--- config.mk ---
export PLATFORM = sky130hd
export DESIGN_NAME = dice_roller_flat
export DESIGN_NICKNAME = d
export VERILOG_FILES = /design/src/rtl/dice_roller_if.sv /design/src/rtl/dice_roller.sv /design/src/flat_wrapper.sv
export SDC_FILE = /design/constraint.sdc
export NUM_CORES = 1
export LEC_CHECK = 0
export ABC_AREA = 1
export CAP_MARGIN = 20
export CORE_MARGIN = 10
export CORE_UTILIZATION = 47
export CTS_BUF_LIST = sky130_fd_sc_hd__clkbuf_8
export DETAILED_ROUTE_END_ITERATION = 8
export GPL_ROUTABILITY_DRIVEN = 0
export PLACE_DENSITY = 0.78
export RECOVER_POWER = 100
export SLEW_MARGIN = 10
export SYNTH_ARGS = -nofsm -noshare
export SYNTH_HDL_FRONTEND = slang
export SYNTH_SLANG_ARGS = --single-unit
--- constraint.sdc ---
create_clock -name CLK -period 1.9 [get_ports CLK]
set_clock_uncertainty 0.2 [all_clocks]
set_input_delay 0.57 -clock CLK [delete_from_list [all_inputs] [get_ports CLK]]
set_output_delay 0.57 -clock CLK [all_outputs]
set_load 0.02 [all_outputs]
--- src/rtl/dice_roller_if.sv ---
// Roll-side bus of the dice roller: raw button and roll enable in,
// debounced button, dice faces, sum, settle flag and roll count out.
interface dice_roller_if #(
  parameter int COUNT_W = 8
);
  logic               Btn;
  logic               Roll;
  logic               Rb;
  logic [3:0]         Sum;
  logic [2:0]         Die1;
  logic [2:0]         Die2;
  logic               SumValid;
  logic [COUNT_W-1:0] RollCount;

  // Dice roller side
  modport slave (
    input  Btn, Roll,
    output Rb, Sum, Die1, Die2, SumValid, RollCount
  );

  // Game controller / stimulus side
  modport master (
    output Btn, Roll,
    input  Rb, Sum, Die1, Die2, SumValid, RollCount
  );
endinterface

--- src/rtl/dice_roller.sv ---
// Dice roller: debounces the roll pushbutton into Rb, runs two
// odometer-linked 1..6 dice while Roll is high, and reports the settled
// sum together with a saturating count of completed rolls.
module dice_roller #(
  parameter int DEBOUNCE_CYCLES = 4,
  parameter int COUNT_W         = 8
) (
  input  logic          CLK,
  input  logic          Reset,
  dice_roller_if.slave  bus
);

  localparam int DC_W = $clog2(DEBOUNCE_CYCLES) + 1;
  localparam logic [DC_W-1:0]    DC_ZERO   = DC_W'(1'b0);
  localparam logic [DC_W-1:0]    DC_ONE    = DC_W'(1'b1);
  localparam logic [DC_W-1:0]    DC_LAST   = DC_W'(DEBOUNCE_CYCLES - 1);
  localparam logic [COUNT_W-1:0] CNT_ZERO  = COUNT_W'(1'b0);
  localparam logic [COUNT_W-1:0] CNT_ONE   = COUNT_W'(1'b1);
  localparam logic [COUNT_W-1:0] CNT_MAX   = {COUNT_W{1'b1}};

  typedef enum logic [1:0] {
    IDLE    = 2'd0,
    ROLLING = 2'd1,
    SETTLED = 2'd2
  } state_t;

  logic            s1_r;
  logic            s2_r;
  logic [DC_W-1:0] dc_r;
  logic            rb_r;
  logic [2:0]      die1_r;
  logic [2:0]      die2_r;
  logic [3:0]      sum_s;
  state_t          state_r;
  state_t          next_state_s;
  logic            sum_valid_s;
  logic            roll_done_s;
  logic [COUNT_W-1:0] roll_count_r;

  // Two-flop synchronizer for the asynchronous pushbutton
  always_ff @(posedge CLK) begin
    if (Reset) begin
      s1_r <= 1'b0;
      s2_r <= 1'b0;
    end else begin
      s1_r <= bus.Btn;
      s2_r <= s1_r;
    end
  end

  // Debouncer: Rb follows s2 only after DEBOUNCE_CYCLES consecutive mismatching edges
  always_ff @(posedge CLK) begin
    if (Reset) begin
      rb_r <= 1'b0;
      dc_r <= DC_ZERO;
    end else if (s2_r == rb_r) begin
      dc_r <= DC_ZERO;
    end else if (dc_r == DC_LAST) begin
      rb_r <= s2_r;
      dc_r <= DC_ZERO;
    end else begin
      dc_r <= dc_r + DC_ONE;
    end
  end

  // Odometer dice: Die1 steps on every Roll edge, Die2 steps when Die1 wraps
  always_ff @(posedge CLK) begin
    if (Reset) begin
      die1_r <= 3'd1;
      die2_r <= 3'd1;
    end else if (bus.Roll) begin
      if (die1_r == 3'd6) begin
        die1_r <= 3'd1;
        die2_r <= (die2_r == 3'd6) ? 3'd1 : (die2_r + 3'd1);
      end else begin
        die1_r <= die1_r + 3'd1;
      end
    end
  end

  // Roll FSM state register
  always_ff @(posedge CLK) begin
    if (Reset) begin
      state_r <= IDLE;
    end else begin
      state_r <= next_state_s;
    end
  end

  // Roll FSM next-state logic
  always_comb begin
    next_state_s = state_r;
    case (state_r)
      IDLE: begin
        if (bus.Roll) begin
          next_state_s = ROLLING;
        end else begin
          next_state_s = IDLE;
        end
      end
      ROLLING: begin
        if (bus.Roll) begin
          next_state_s = ROLLING;
        end else begin
          next_state_s = SETTLED;
        end
      end
      SETTLED: begin
        if (bus.Roll) begin
          next_state_s = ROLLING;
        end else begin
          next_state_s = SETTLED;
        end
      end
      default: begin
        next_state_s = IDLE;
      end
    endcase
  end

  // Roll FSM Moore outputs and roll-completion strobe
  always_comb begin
    sum_valid_s = 1'b0;
    roll_done_s = 1'b0;
    case (state_r)
      SETTLED: begin
        sum_valid_s = 1'b1;
      end
      ROLLING: begin
        if (!bus.Roll) begin
          roll_done_s = 1'b1;
        end else begin
          roll_done_s = 1'b0;
        end
      end
      default: begin
        sum_valid_s = 1'b0;
        roll_done_s = 1'b0;
      end
    endcase
  end

  // Saturating count of completed rolls
  always_ff @(posedge CLK) begin
    if (Reset) begin
      roll_count_r <= CNT_ZERO;
    end else if (roll_done_s && (roll_count_r != CNT_MAX)) begin
      roll_count_r <= roll_count_r + CNT_ONE;
    end
  end

  // Sum of the two faces; zero-extended so 6+6 fits
  always_comb begin
    sum_s = {1'b0, die1_r} + {1'b0, die2_r};
  end

  assign bus.Rb        = rb_r;
  assign bus.Die1      = die1_r;
  assign bus.Die2      = die2_r;
  assign bus.Sum       = sum_s;
  assign bus.SumValid  = sum_valid_s;
  assign bus.RollCount = roll_count_r;

endmodule

--- src/flat_wrapper.sv ---
// flat-port wrapper written by rule: the top's interface ports become plain ports
module dice_roller_flat 
#(
  parameter int DEBOUNCE_CYCLES = 4,
  parameter int COUNT_W         = 8
)
  (CLK, Reset, bus_Btn, bus_Roll, bus_Rb, bus_Sum, bus_Die1, bus_Die2, bus_SumValid, bus_RollCount);
  dice_roller_if #(.COUNT_W(COUNT_W)) bus_i ();
  input  logic CLK;
  input  logic Reset;
  input wire logic [$bits(bus_i.Btn)-1:0] bus_Btn;
  input wire logic [$bits(bus_i.Roll)-1:0] bus_Roll;
  output wire logic [$bits(bus_i.Rb)-1:0] bus_Rb;
  output wire logic [$bits(bus_i.Sum)-1:0] bus_Sum;
  output wire logic [$bits(bus_i.Die1)-1:0] bus_Die1;
  output wire logic [$bits(bus_i.Die2)-1:0] bus_Die2;
  output wire logic [$bits(bus_i.SumValid)-1:0] bus_SumValid;
  output wire logic [$bits(bus_i.RollCount)-1:0] bus_RollCount;
  assign bus_i.Btn = bus_Btn;
  assign bus_i.Roll = bus_Roll;
  assign bus_Rb = bus_i.Rb;
  assign bus_Sum = bus_i.Sum;
  assign bus_Die1 = bus_i.Die1;
  assign bus_Die2 = bus_i.Die2;
  assign bus_SumValid = bus_i.SumValid;
  assign bus_RollCount = bus_i.RollCount;
  dice_roller #(.DEBOUNCE_CYCLES(DEBOUNCE_CYCLES), .COUNT_W(COUNT_W)) u_core (.CLK(CLK), .Reset(Reset), .bus(bus_i));
endmodule
Yosys cells after proc, flatten, opt, wreduce, memory -nomap -nowiden
Index checks and enable logic that the tools add are counted.

Logic and storage cells: 35. Register bits after elaboration: 22.

Bitwise operators: 1. $add $sub $neg: 5. Equal/unequal tests: 7. Reduce and logical (&&, ||, !) cells: 6. Multiplexer cells: 8.

Operators by type and width (number): adder 3 x 1 -> 3 bit, second input constant (3); adder 8 x 1 -> 8 bit, second input constant (1); != test 8 bit, second input constant (1); equality test 3 bit, second input constant (2); two-way mux 3 bit (2); adder 3 x 3 -> 4 bit (1); two-way mux 1 bit (4); case mux 2 bit (2 select lines) (1); AND reduction 2 bit (2); equality test 3 x 2 -> 1 bit, second input constant (1); OR reduction 3 bit (1); equality test 2 x 1 -> 1 bit, second input constant (1); equality test 2 bit, second input constant (1); zero test 2 bit (1); two-way mux 2 bit (1); OR reduction 2 bit (1); equality test 1 bit (1); logical AND 1 bit (1); inverter 1 bit (1).

Logic depth before layout (Yosys ltp)
Gate-level depths: netlist (run 1).

Depth in word-level cells: 3. Mapped depth: 8. Depth with buffers taken out: 8.

Worst setup path after synthesis (run 1)
Ideal clock, no wire load.

Path kind: register to output. Start: register u_core.die1_r[0] (netlist: u_core.bus.Die1[0]). End: output bus_Sum[2]. Setup slack: -0.468 ns. Required time: 1.130 ns. Cell stages (with the launch flop): 5. Arrival time: 1.598 ns. Cells stage by stage: dfxtp_1 > ha_1 > inv_1 > fa_1 > xnor2_1.

Cells in the longest elaborated chain, start to end: 1.

RTL lines: start: declaration (line dice_roller.sv:31) `logic [2:0] die1_r;`; start signal: assignment (line dice_roller.sv:76) `die1_r <= die1_r + 3'd1;`; adder 3 x 3 -> 4 bit (line dice_roller.sv:154) `sum_s = {1'b0, die1_r} + {1'b0, die2_r};`; end: declaration (line flat_wrapper.sv:14) `output wire logic [$bits(bus_i.Sum)-1:0] bus_Sum;`.

No other way between the ends.

Final worst setup path (run 1)
Start: register u_core.die2_r[0] (netlist: u_core.bus.Die2[0]). End: output bus_Sum[1].

Cells in the longest elaborated chain, start to end: 1.

RTL lines: start: declaration (line dice_roller.sv:32) `logic [2:0] die2_r;`; start signal: assignment (line dice_roller.sv:74) `die2_r <= (die2_r == 3'd6) ? 3'd1 : (die2_r + 3'd1);`; adder 3 x 3 -> 4 bit (line dice_roller.sv:154).

No other way between the ends.

==> results of run 1 <==
## final timing paths
check                                       startpoint  slack (ns)                                    to
setup / recovery       u_core.bus.Die2[0]$_SDFFE_PP1P_       -0.31                            bus_Sum[1]
hold / removal               u_core.dc_r[0]$_SDFF_PP0_        0.22             u_core.dc_r[0]$_SDFF_PP0_
setup reg to reg  u_core.bus.RollCount[1]$_SDFFE_PP0P_        0.07  u_core.bus.RollCount[2]$_SDFFE_PP0P_
hold reg to reg              u_core.dc_r[0]$_SDFF_PP0_        0.22             u_core.dc_r[0]$_SDFF_PP0_
## flip-flops by register name, summed over array words and instances (netlist names)
name,flops
u_core.state_r,2
u_core.s2_r,1
u_core.dc_r,3
u_core.bus.Rb,1
u_core.s1_r,1
u_core.bus.RollCount,8
u_core.bus.Die1,3
u_core.bus.Die2,3
## power by group
group          switching [mW]  total [mW]  internal [mW]
clock                   0.148       0.292          0.144
sequential            0.00954       0.483          0.474
combinational           0.100       0.187         0.0865
## cells by family after synthesis
kind of cell / count (synthesis)
AOI/OAI and AO/OA: 18
xor gates and xnor gates: 3
adders and majority gates: 11
buffers and inverters: 27
DFF: 22
and+or+nand+nor: 72
## what timing repair did
action	CTS	global route
hold endpoints to repair	0	0
hold buffers	0	0
pin swaps	4	4
setup endpoints to repair	20	10
gates resized for setup	47	8
setup buffers	0	4
## placed cells by master (no fill, tap or decap), types with 3 or more instances in the layout
cell            n
a21oi_1         9
buf_4          14
o21ai_0         6
inv_1          22
nor2_1         23
clkbuf_8        3
buf_6           5
dfxtp_2         4
nand3_1         8
ha_1            7
nand2_1        32
clkbuf_1        4
nor3_1          3
dlygate4sd2_1  12
ha_4            3
dfxtp_1        16
inv_2           3
## cell type report
cell class | count | area, um^2 | area share (%)
Multi-Input combinational cell | 104 | 639 | 39.6
Inverter | 25 | 93.8 | 5.81
Sequential cell | 22 | 453 | 28.0
Tap cell | 28 | 35.0 | 2.17
Timing Repair Buffer | 43 | 349 | 21.6
Clock buffer | 3 | 41.3 | 2.56
Clock inverter | 1 | 3.75 | 0.232
## through the flow
stage	util [%]	setup TNS [ns]	area [um^2]	setup slack, ns	hold slack (ns)
after floorplan	-	-0.110	1170	-0.0637	0.188
after global placement	68.5	-2.30	1550	-0.506	0.195
after detailed placement	68.5	-2.67	1550	-0.527	0.211
after CTS	71.7	-0.719	1620	-0.328	0.228
after global routing	71.6	-1.32	1620	-0.356	0.242
final	71.6	-0.667	1620	-0.314	0.221
## routing by layer
metal / global-route usage (%) / vias to the layer above
li1: - / 570
met1: 13.5 / 510
met2: 22.5 / 30
met3: 2.74 / 4
met4: 4.68 / 0
met5: 0 / -
==> impl_metrics.env, run 1 <==
export IMPL_dp_cells=218
export IMPL_hold_viol_final=0
export IMPL_synth_seq_cells=22
export IMPL_violations="negative setup slack"
export IMPL_reg2reg_depth=8
export IMPL_diodes=0
export IMPL_synthAdderAreaFrac_pct=12.9
export IMPL_synth_edf_count=0
export IMPL_cp_required_ns=1.13
export IMPL_critPathMostFrequentCell="inv_2"
export IMPL_p_leak_nw=0.793
export IMPL_max_freq_mhz=452
export IMPL_synth_most_common_cell="nand2_1"
export IMPL_synthToLayoutAreaGrowth_pct=43.4
export IMPL_synth_area_per_cell_um2=7.36
export IMPL_drc=0
export IMPL_pwr_density_cell_nw_per_um2=596
export IMPL_synth_xor_area_share_pct=2.33
export IMPL_cts_path_max_buffers=2
export IMPL_ioPinCount=24
export IMPL_die_height_um=69.0
export IMPL_ys_warn_count=0
export IMPL_cp_depth=5
export IMPL_netlist_instances=153
export IMPL_finalMaxSlewViolations=0
export IMPL_synth_compound_area_share_pct=8.44
export IMPL_synth_top_family_by_area="simple AND/OR/NAND/NOR gates"
export IMPL_slowest_stage="fa_2"
export IMPL_wl_met3_um=174
export IMPL_hold_class="flop to flop"
export IMPL_ir_drop_uv=490
export IMPL_ys_types=20
export IMPL_worst_path_largest_cell_delay_ns=0.52
export IMPL_grt_ovfl_total=0
export IMPL_start_util_pct=49.9
export IMPL_min_period_ns=2.21
export IMPL_min_period_over_period_pct=117
export IMPL_whs_path_depth=1
export IMPL_post_route_worst_setup_slack_ns=-0.314
export IMPL_synth_simple_area_share_pct=28.0
export IMPL_fp_row_count=17
export IMPL_vias_per_cell=4.93
export IMPL_dp_hpwl_um=2040
export IMPL_die_area_um2=4750
export IMPL_ant_nets=0
export IMPL_cts_root_buf="clkbuf_8"
export IMPL_crit_path_max_fanout=2
export IMPL_die_x_um=69.0
export IMPL_clk_latency_ns=0.26
export IMPL_worst_slew_pin_slew_ns=0.341
export IMPL_worstSetupPathType="flop to output port"
export IMPL_dr_max_layer_used="met4"
export IMPL_drtIter0Drc=50
export IMPL_wl_met2_um=1350
export IMPL_synthArstFlopShare_pct=0
export IMPL_grt_max_degree=13
export IMPL_grt_pass1_vias=1117
export IMPL_htree_levels=1
export IMPL_relSlewSlack_pct=77.2
export IMPL_ys_top_cells_by_count="30 x nand2_1, 24 x inv_1, 23 x nor2_1, 22 x dfxtp_1"
export IMPL_cp_num_buf_inv=3
export IMPL_first_pass_iters=5
export IMPL_final_nets=214
export IMPL_met1Wirelength_um=1090
export IMPL_synth_mux_area_share_pct=0
export IMPL_p_total_mw=0.962
export IMPL_startpoint_type="flop"
export IMPL_core_um2=2250
export IMPL_crit_family="adder cells"
export IMPL_yosys_area_top_type="dfxtp_1"
export IMPL_wire_per_inst_um=11.8
export IMPL_outcome="finished with violations"
export IMPL_yosysSeqAreaShare_pct=39.1
export IMPL_grt_first_pass_wirelength_um=4660
export IMPL_yosysTopAreaCellShare_pct=39.1
export IMPL_grtUsageTotal_pct=12.3
export IMPL_via_count=1114
export IMPL_arrival_ns=1.44
export IMPL_fill_cells=194
export IMPL_crit_chain="ha_4 -> inv_2 -> fa_2 -> inv_2 -> buf_6"
export IMPL_tritoncts="yes"
export IMPL_synth_area_top_cells="dfxtp_1 39%, ha_1 11%, nand2_1 10%"
export IMPL_clock_sinks=22
export IMPL_fin_cells=226
export IMPL_finalSetupViolCount=3
export IMPL_syn_nets=168
export IMPL_drt_total_wl_um=2660
export IMPL_rsz0062_at_grt="true"
export IMPL_drive_gt1_share_pct=22.2
export IMPL_path_clk_slew_ns=0.08
export IMPL_port_buffers=23
export IMPL_netlist_area_um2=1130
export IMPL_drv_cap=0
export IMPL_cts_buffers_inserted=3
export IMPL_synth_ff_type="dfxtp_1"
export IMPL_cp_end_kind="output port"
export IMPL_antenna_found_initial=0
Note: power is estimated with default switching activity, not from simulation.
==> inputs of run 2 (changes only) <==
--- a/config.mk
+++ b/config.mk
@@ -8,13 +8,13 @@
 export ABC_AREA = 1
 export CAP_MARGIN = 20
 export CORE_MARGIN = 10
-export CORE_UTILIZATION = 47
-export CTS_BUF_LIST = sky130_fd_sc_hd__clkbuf_8
+export CORE_UTILIZATION = 44
 export DETAILED_ROUTE_END_ITERATION = 8
 export GPL_ROUTABILITY_DRIVEN = 0
-export PLACE_DENSITY = 0.78
+export PLACE_DENSITY = 0.73
 export RECOVER_POWER = 100
 export SLEW_MARGIN = 10
 export SYNTH_ARGS = -nofsm -noshare
 export SYNTH_HDL_FRONTEND = slang
 export SYNTH_SLANG_ARGS = --single-unit
+export TNS_END_PERCENT = 20
==> run 2 against run 1 <==
Net effect: the run still ends with negative setup slack left; utilization down 5.9 points; fmax decreased by 3.6%; sequential power about the same; hold slack got worse by 0.0074 ns; largest cell class unchanged; highest routed layer unchanged.
==> impl_metrics.env, run 2 (synthesis gave the netlist of run 1 again) <==
export IMPL_outcome="finished with violations"
export IMPL_violations="negative setup slack"
export IMPL_arrival_ns=1.53
export IMPL_switching_share_pct=25.2
export IMPL_dp_hpwl_um=1980
export IMPL_rsz0062_at_grt="true"
export IMPL_hp_start="u_core.s1_r$_SDFF_PP0_"
export IMPL_cp_required_ns=1.13
export IMPL_vias_per_cell=4.88
export IMPL_p_leak_nw=0.762
export IMPL_die_area_um2=4980
export IMPL_finalMaxSlewViolations=0
export IMPL_seqPwrFrac_pct=46.6
export IMPL_hold_ws_ns=0.214
export IMPL_wire_per_inst_um=12.0
export IMPL_finalSetupViolCount=5
export IMPL_max_freq_mhz=436
export IMPL_min_period_ns=2.30
export IMPL_cts_buffers_inserted=3
export IMPL_grt_pass1_vias=1060
export IMPL_die_x_um=70.6
export IMPL_diodes=0
export IMPL_post_route_util_pct=65.7
export IMPL_tritoncts="yes"
export IMPL_min_period_over_period_pct=121
export IMPL_ioPinCount=24
export IMPL_r2r_start="u_core.bus.RollCount[0]$_SDFFE_PP0P_"
export IMPL_dp_cells=219
export IMPL_port_buffers=23
export IMPL_first_pass_iters=4
export IMPL_p_switching_mw=0.262
export IMPL_grt_max_degree=14
export IMPL_p_total_mw=1.04
export IMPL_synthToLayoutAreaGrowth_pct=43.3
export IMPL_grt_first_pass_wirelength_um=4510
export IMPL_post_route_worst_setup_slack_ns=-0.396
export IMPL_drv_cap=0
export IMPL_drive_gt1_share_pct=23.7
export IMPL_clock_sinks=22
export IMPL_ant_nets=0
export IMPL_hold_class="flop to flop"
export IMPL_clk_latency_ns=0.31
export IMPL_worstSetupStartpoint="u_core.bus.Die1[0]$_SDFFE_PP1P_"
export IMPL_drtIter0Drc=63
export IMPL_pwr_share_clk_pct=35.0
export IMPL_grtUsageTotal_pct=10.5
export IMPL_die_height_um=70.6
export IMPL_p_int_mw=0.777
export IMPL_worstSetupPathType="flop to output port"
export IMPL_cts_path_max_buffers=2
export IMPL_crit_path_max_fanout=2
export IMPL_htree_levels=1
export IMPL_final_common_cell="nand2_1"
export IMPL_ir_drop_uv=499
export IMPL_start_util_pct=45.9
export IMPL_ctsHoldBuffers=0
export IMPL_relSlewSlack_pct=61.4
export IMPL_drc=0
export IMPL_hold_viol_final=0
export IMPL_startpoint_type="flop"
export IMPL_antenna_found_initial=0
export IMPL_cp_end_kind="output port"
export IMPL_largest_reg_flops=8
export IMPL_drt_total_wl_um=2690
export IMPL_final_cell_mix="31 x nand2_1, 23 x nor2_1, 22 x inv_1"
export IMPL_cts_root_buf="clkbuf_4"
export IMPL_worst_slew_pin_slew_ns=0.580
export IMPL_pwr_density_cell_nw_per_um2=644
export IMPL_fp_row_count=18
export IMPL_p_comb_share_pct=18.4
export IMPL_grt_ovfl_total=0
export IMPL_fin_cells=224
export IMPL_final_nets=210
export IMPL_path_clk_slew_ns=0.14
export IMPL_via_count=1094
export IMPL_core_um2=2450
## run 2: stage by stage
stage / area, um^2 / worst slack, ns / TNS, ns
finish: 1610 / -0.396 / -1.01
global route: 1610 / -0.449 / -1.35
CTS: 1630 / -0.414 / -0.975
detailed placement: 1550 / -0.540 / -3.22
global placement: 1550 / -0.507 / -2.74
floorplan: 1170 / -0.0637 / -0.110
## run 2: cell type report
| cell class | instances | area (um^2) |
|---|---|---|
| timing repair buffer | 39 | 335 |
| fill | 220 | 841 |
| sequential | 22 | 453 |
| inverter | 25 | 93.8 |
| tap | 30 | 37.5 |
| multi-input combinational | 104 | 642 |
| clock inverter | 1 | 30.0 |
| clock buffer | 3 | 22.5 |
## run 2: power by group through the flow
stage	Clock, mW	Sequential (mW)	Combinational [mW]
after floorplan	0	0.510	0.0917
after global placement	0	0.492	0.186
after detailed placement	0	0.494	0.192
after CTS	0.375	0.484	0.198
after global routing	0.388	0.486	0.210
final	0.364	0.484	0.191
## run 2: path summary, 6_finish.rpt
path                                                        endpoint  slack [ns]  cells past startpoint
worst min register to register                u_core.s2_r$_SDFF_PP0_        0.21                      2
worst min-delay path                          u_core.s2_r$_SDFF_PP0_        0.21                      2
worst max register to register  u_core.bus.RollCount[2]$_SDFFE_PP0P_        0.19                      8
worst max-delay path                                      bus_Sum[1]       -0.40                      5
## run 2: routing by layer
layer / wire (um) / global-route usage (%) / share of wire (%)
met5: 0 / 0 / 0
met4: 63 / 3.66 / 2.3
met3: 168 / 3.21 / 6.2
met2: 1380 / 20.8 / 51
met1: 1090 / 9.73 / 40
## run 2: timing repair
action                                 CTS  global route
pin swaps                                4             1
endpoints found under the hold margin    0             0
setup endpoints to repair               20             7
buffers inserted                         1             0
gates resized for setup                 60             5
cloned                                   0             0
## run 2: critical path: stages, from the launching register on
cell	delay [ns]
dfxtp_4	0.38
ha_4	0.13
inv_2	0.03
fa_2	0.52
inv_2	0.03
buf_6	0.12
==> inputs of run 3 (changes only) <==
--- a/config.mk
+++ b/config.mk
@@ -9,10 +9,11 @@
 export CAP_MARGIN = 20
 export CORE_MARGIN = 10
 export CORE_UTILIZATION = 44
+export CTS_CLUSTER_SIZE = 25
 export DETAILED_ROUTE_END_ITERATION = 8
 export GPL_ROUTABILITY_DRIVEN = 0
 export PLACE_DENSITY = 0.73
-export RECOVER_POWER = 100
+export RECOVER_POWER = 50
 export SLEW_MARGIN = 10
 export SYNTH_ARGS = -nofsm -noshare
 export SYNTH_HDL_FRONTEND = slang
==> run 3 against run 2 <==
Net effect: the run still ends with negative setup slack left; final cell count is the same; flip-flop and latch count is the same; total power is essentially flat; utilization grew 0.051 points; hold slack is the same; sequential share of layout area grew 0.056 points; clock-buffer cell count is the same; die area is the same; sequential power is essentially flat; register-to-register slack is essentially flat; wire length is essentially flat; worst setup slack is essentially flat; critical path type unchanged; critical endpoint unchanged.
==> impl_metrics.env, run 3 (synthesis gave the netlist of run 1 again) <==
export IMPL_worstSetupPathType="flop to output port"
export IMPL_dr_max_layer_used="met4"
export IMPL_cts_buffers_inserted=3
export IMPL_min_period_ns=2.30
export IMPL_die_x_um=70.6
export IMPL_fp_row_count=18
export IMPL_cts_root_buf="clkbuf_4"
export IMPL_via_count=1094
export IMPL_drv_cap=0
export IMPL_grt_ovfl_total=0
export IMPL_hold_class="flop to flop"
export IMPL_ir_drop_uv=499
export IMPL_violations="negative setup slack"
export IMPL_drc=0
export IMPL_p_leak_nw=0.763
export IMPL_clk_latency_ns=0.31
export IMPL_slowest_stage="fa_2"
export IMPL_critPathMostFrequentCell="inv_2"
export IMPL_drt_total_wl_um=2700
export IMPL_final_common_cell="nand2_1"
export IMPL_vias_per_cell=4.88
export IMPL_worstSetupStartpoint="u_core.bus.Die1[0]$_SDFFE_PP1P_"
export IMPL_crit_chain="ha_4 -> inv_2 -> fa_2 -> inv_2 -> buf_6"
export IMPL_first_pass_iters=4
export IMPL_port_buffers=23
export IMPL_tritoncts="yes"
export IMPL_regArea_um2=454
export IMPL_met1Wirelength_um=1090
export IMPL_startpoint_type="flop"
export IMPL_grt_pass1_vias=1060
export IMPL_hold_viol_final=0
export IMPL_drtIter0Drc=63
export IMPL_finalSetupViolCount=5
export IMPL_dp_hpwl_um=1980
export IMPL_relSlewSlack_pct=61.4
export IMPL_final_nets=210
export IMPL_drive_gt1_share_pct=24.2
export IMPL_multiInputGateArea_um2=642
export IMPL_diodes=0
export IMPL_cp_required_ns=1.13
export IMPL_outcome="finished with violations"
export IMPL_die_height_um=70.6
export IMPL_ctsHoldBuffers=0
export IMPL_cts_path_max_buffers=2
export IMPL_whs_path_depth=2
export IMPL_finalMaxSlewViolations=0
export IMPL_wl_met3_um=168
export IMPL_start_util_pct=45.9
export IMPL_placed_area_um2=1550
export IMPL_core_um2=2450
export IMPL_hp_start="u_core.s1_r$_SDFF_PP0_"
export IMPL_grt_first_pass_wirelength_um=4510
export IMPL_max_freq_mhz=436
export IMPL_wl_met2_um=1380
export IMPL_htree_levels=1
export IMPL_cp_end_kind="output port"
export IMPL_synthToLayoutAreaGrowth_pct=43.4
export IMPL_r2r_start="u_core.bus.RollCount[0]$_SDFFE_PP0P_"
export IMPL_arrival_ns=1.53
export IMPL_rsz0062_at_grt="true"
export IMPL_min_period_over_period_pct=121
export IMPL_hold_ws_ns=0.214
export IMPL_worst_path_largest_cell_delay_ns=0.52
export IMPL_path_clk_slew_ns=0.14
export IMPL_worst_slew_pin_slew_ns=0.580
export IMPL_fill_cells=222
export IMPL_pwr_density_cell_nw_per_um2=644
export IMPL_design_area_um2=1620
export IMPL_grtUsageTotal_pct=10.5
export IMPL_largest_reg_flops=8
export IMPL_die_area_um2=4980
export IMPL_ioPinCount=24
export IMPL_ant_nets=0
export IMPL_grt_max_degree=14
export IMPL_antenna_found_initial=0
export IMPL_final_cell_mix="31 x nand2_1, 23 x nor2_1, 22 x inv_1"
export IMPL_wire_per_inst_um=12.0
export IMPL_clock_sinks=22
export IMPL_crit_path_max_fanout=2
export IMPL_post_route_worst_setup_slack_ns=-0.396
export IMPL_reg2reg_depth=8
run 3: changes by cell type in the layout (fill, tap and decap cells not counted), sizes merged:
cell | before | now
buf | 19 | 20
clkbuf | 7 | 6
run 3: stage by stage:
stage               setup WS [ns]  setup TNS, ns  power (mW)  std cells  utilization [%]
floorplan                 -0.0637         -0.110       0.602        153                -
CTS                        -0.414         -0.975        1.06        224             66.6
global route               -0.449          -1.34        1.08        224             65.8
global placement           -0.507          -2.74       0.678        219             63.3
detailed placement         -0.540          -3.22       0.686        219             63.3
finish                     -0.396          -1.01        1.04        224             65.8
run 3: path summary, 6_finish.rpt:
kind                                                to  slack, ns
hold reg to reg                 u_core.s2_r$_SDFF_PP0_       0.21
hold / removal                  u_core.s2_r$_SDFF_PP0_       0.21
setup / recovery                            bus_Sum[1]      -0.40
setup reg to reg  u_core.bus.RollCount[2]$_SDFFE_PP0P_       0.19
run 3: cell type report:
class / count / area share (%)
clock buffer: 3 / 1.39
multi-input combinational: 104 / 39.7
inverter: 25 / 5.81
sequential: 22 / 28.1
timing repair buffer: 39 / 20.8
clock inverter: 1 / 1.86
tap: 30 / 2.32
run 3: layer usage:
| layer | up-vias | GRT usage, % |
|---|---|---|
| met5 | - | 0 |
| met4 | 0 | 3.66 |
| met3 | 6 | 3.21 |
| met2 | 36 | 20.8 |
| met1 | 491 | 9.73 |
| li1 | 561 | - |
run 3: worst max-delay path: cells and delay by family (launching register included):
kind	cells	cell delay, ns
buffers and inverters	3	0.18
adder cells (fa/ha/maj)	2	0.65
flip-flops	1	0.38
run 3: timing repair:
action,4_1_cts,5_1_grt
endpoints found under the setup margin,20,7
setup buffers,1,0
endpoints found under the hold margin,0,0
pin swaps,4,1
gates resized for setup,60,5
run 3: power by group:
part | internal [mW] | switching [mW] | total [mW]
sequential | 0.475 | 0.00967 | 0.484
clock | 0.213 | 0.151 | 0.364
combinational | 0.0900 | 0.101 | 0.191
total | 0.778 | 0.262 | 1.04
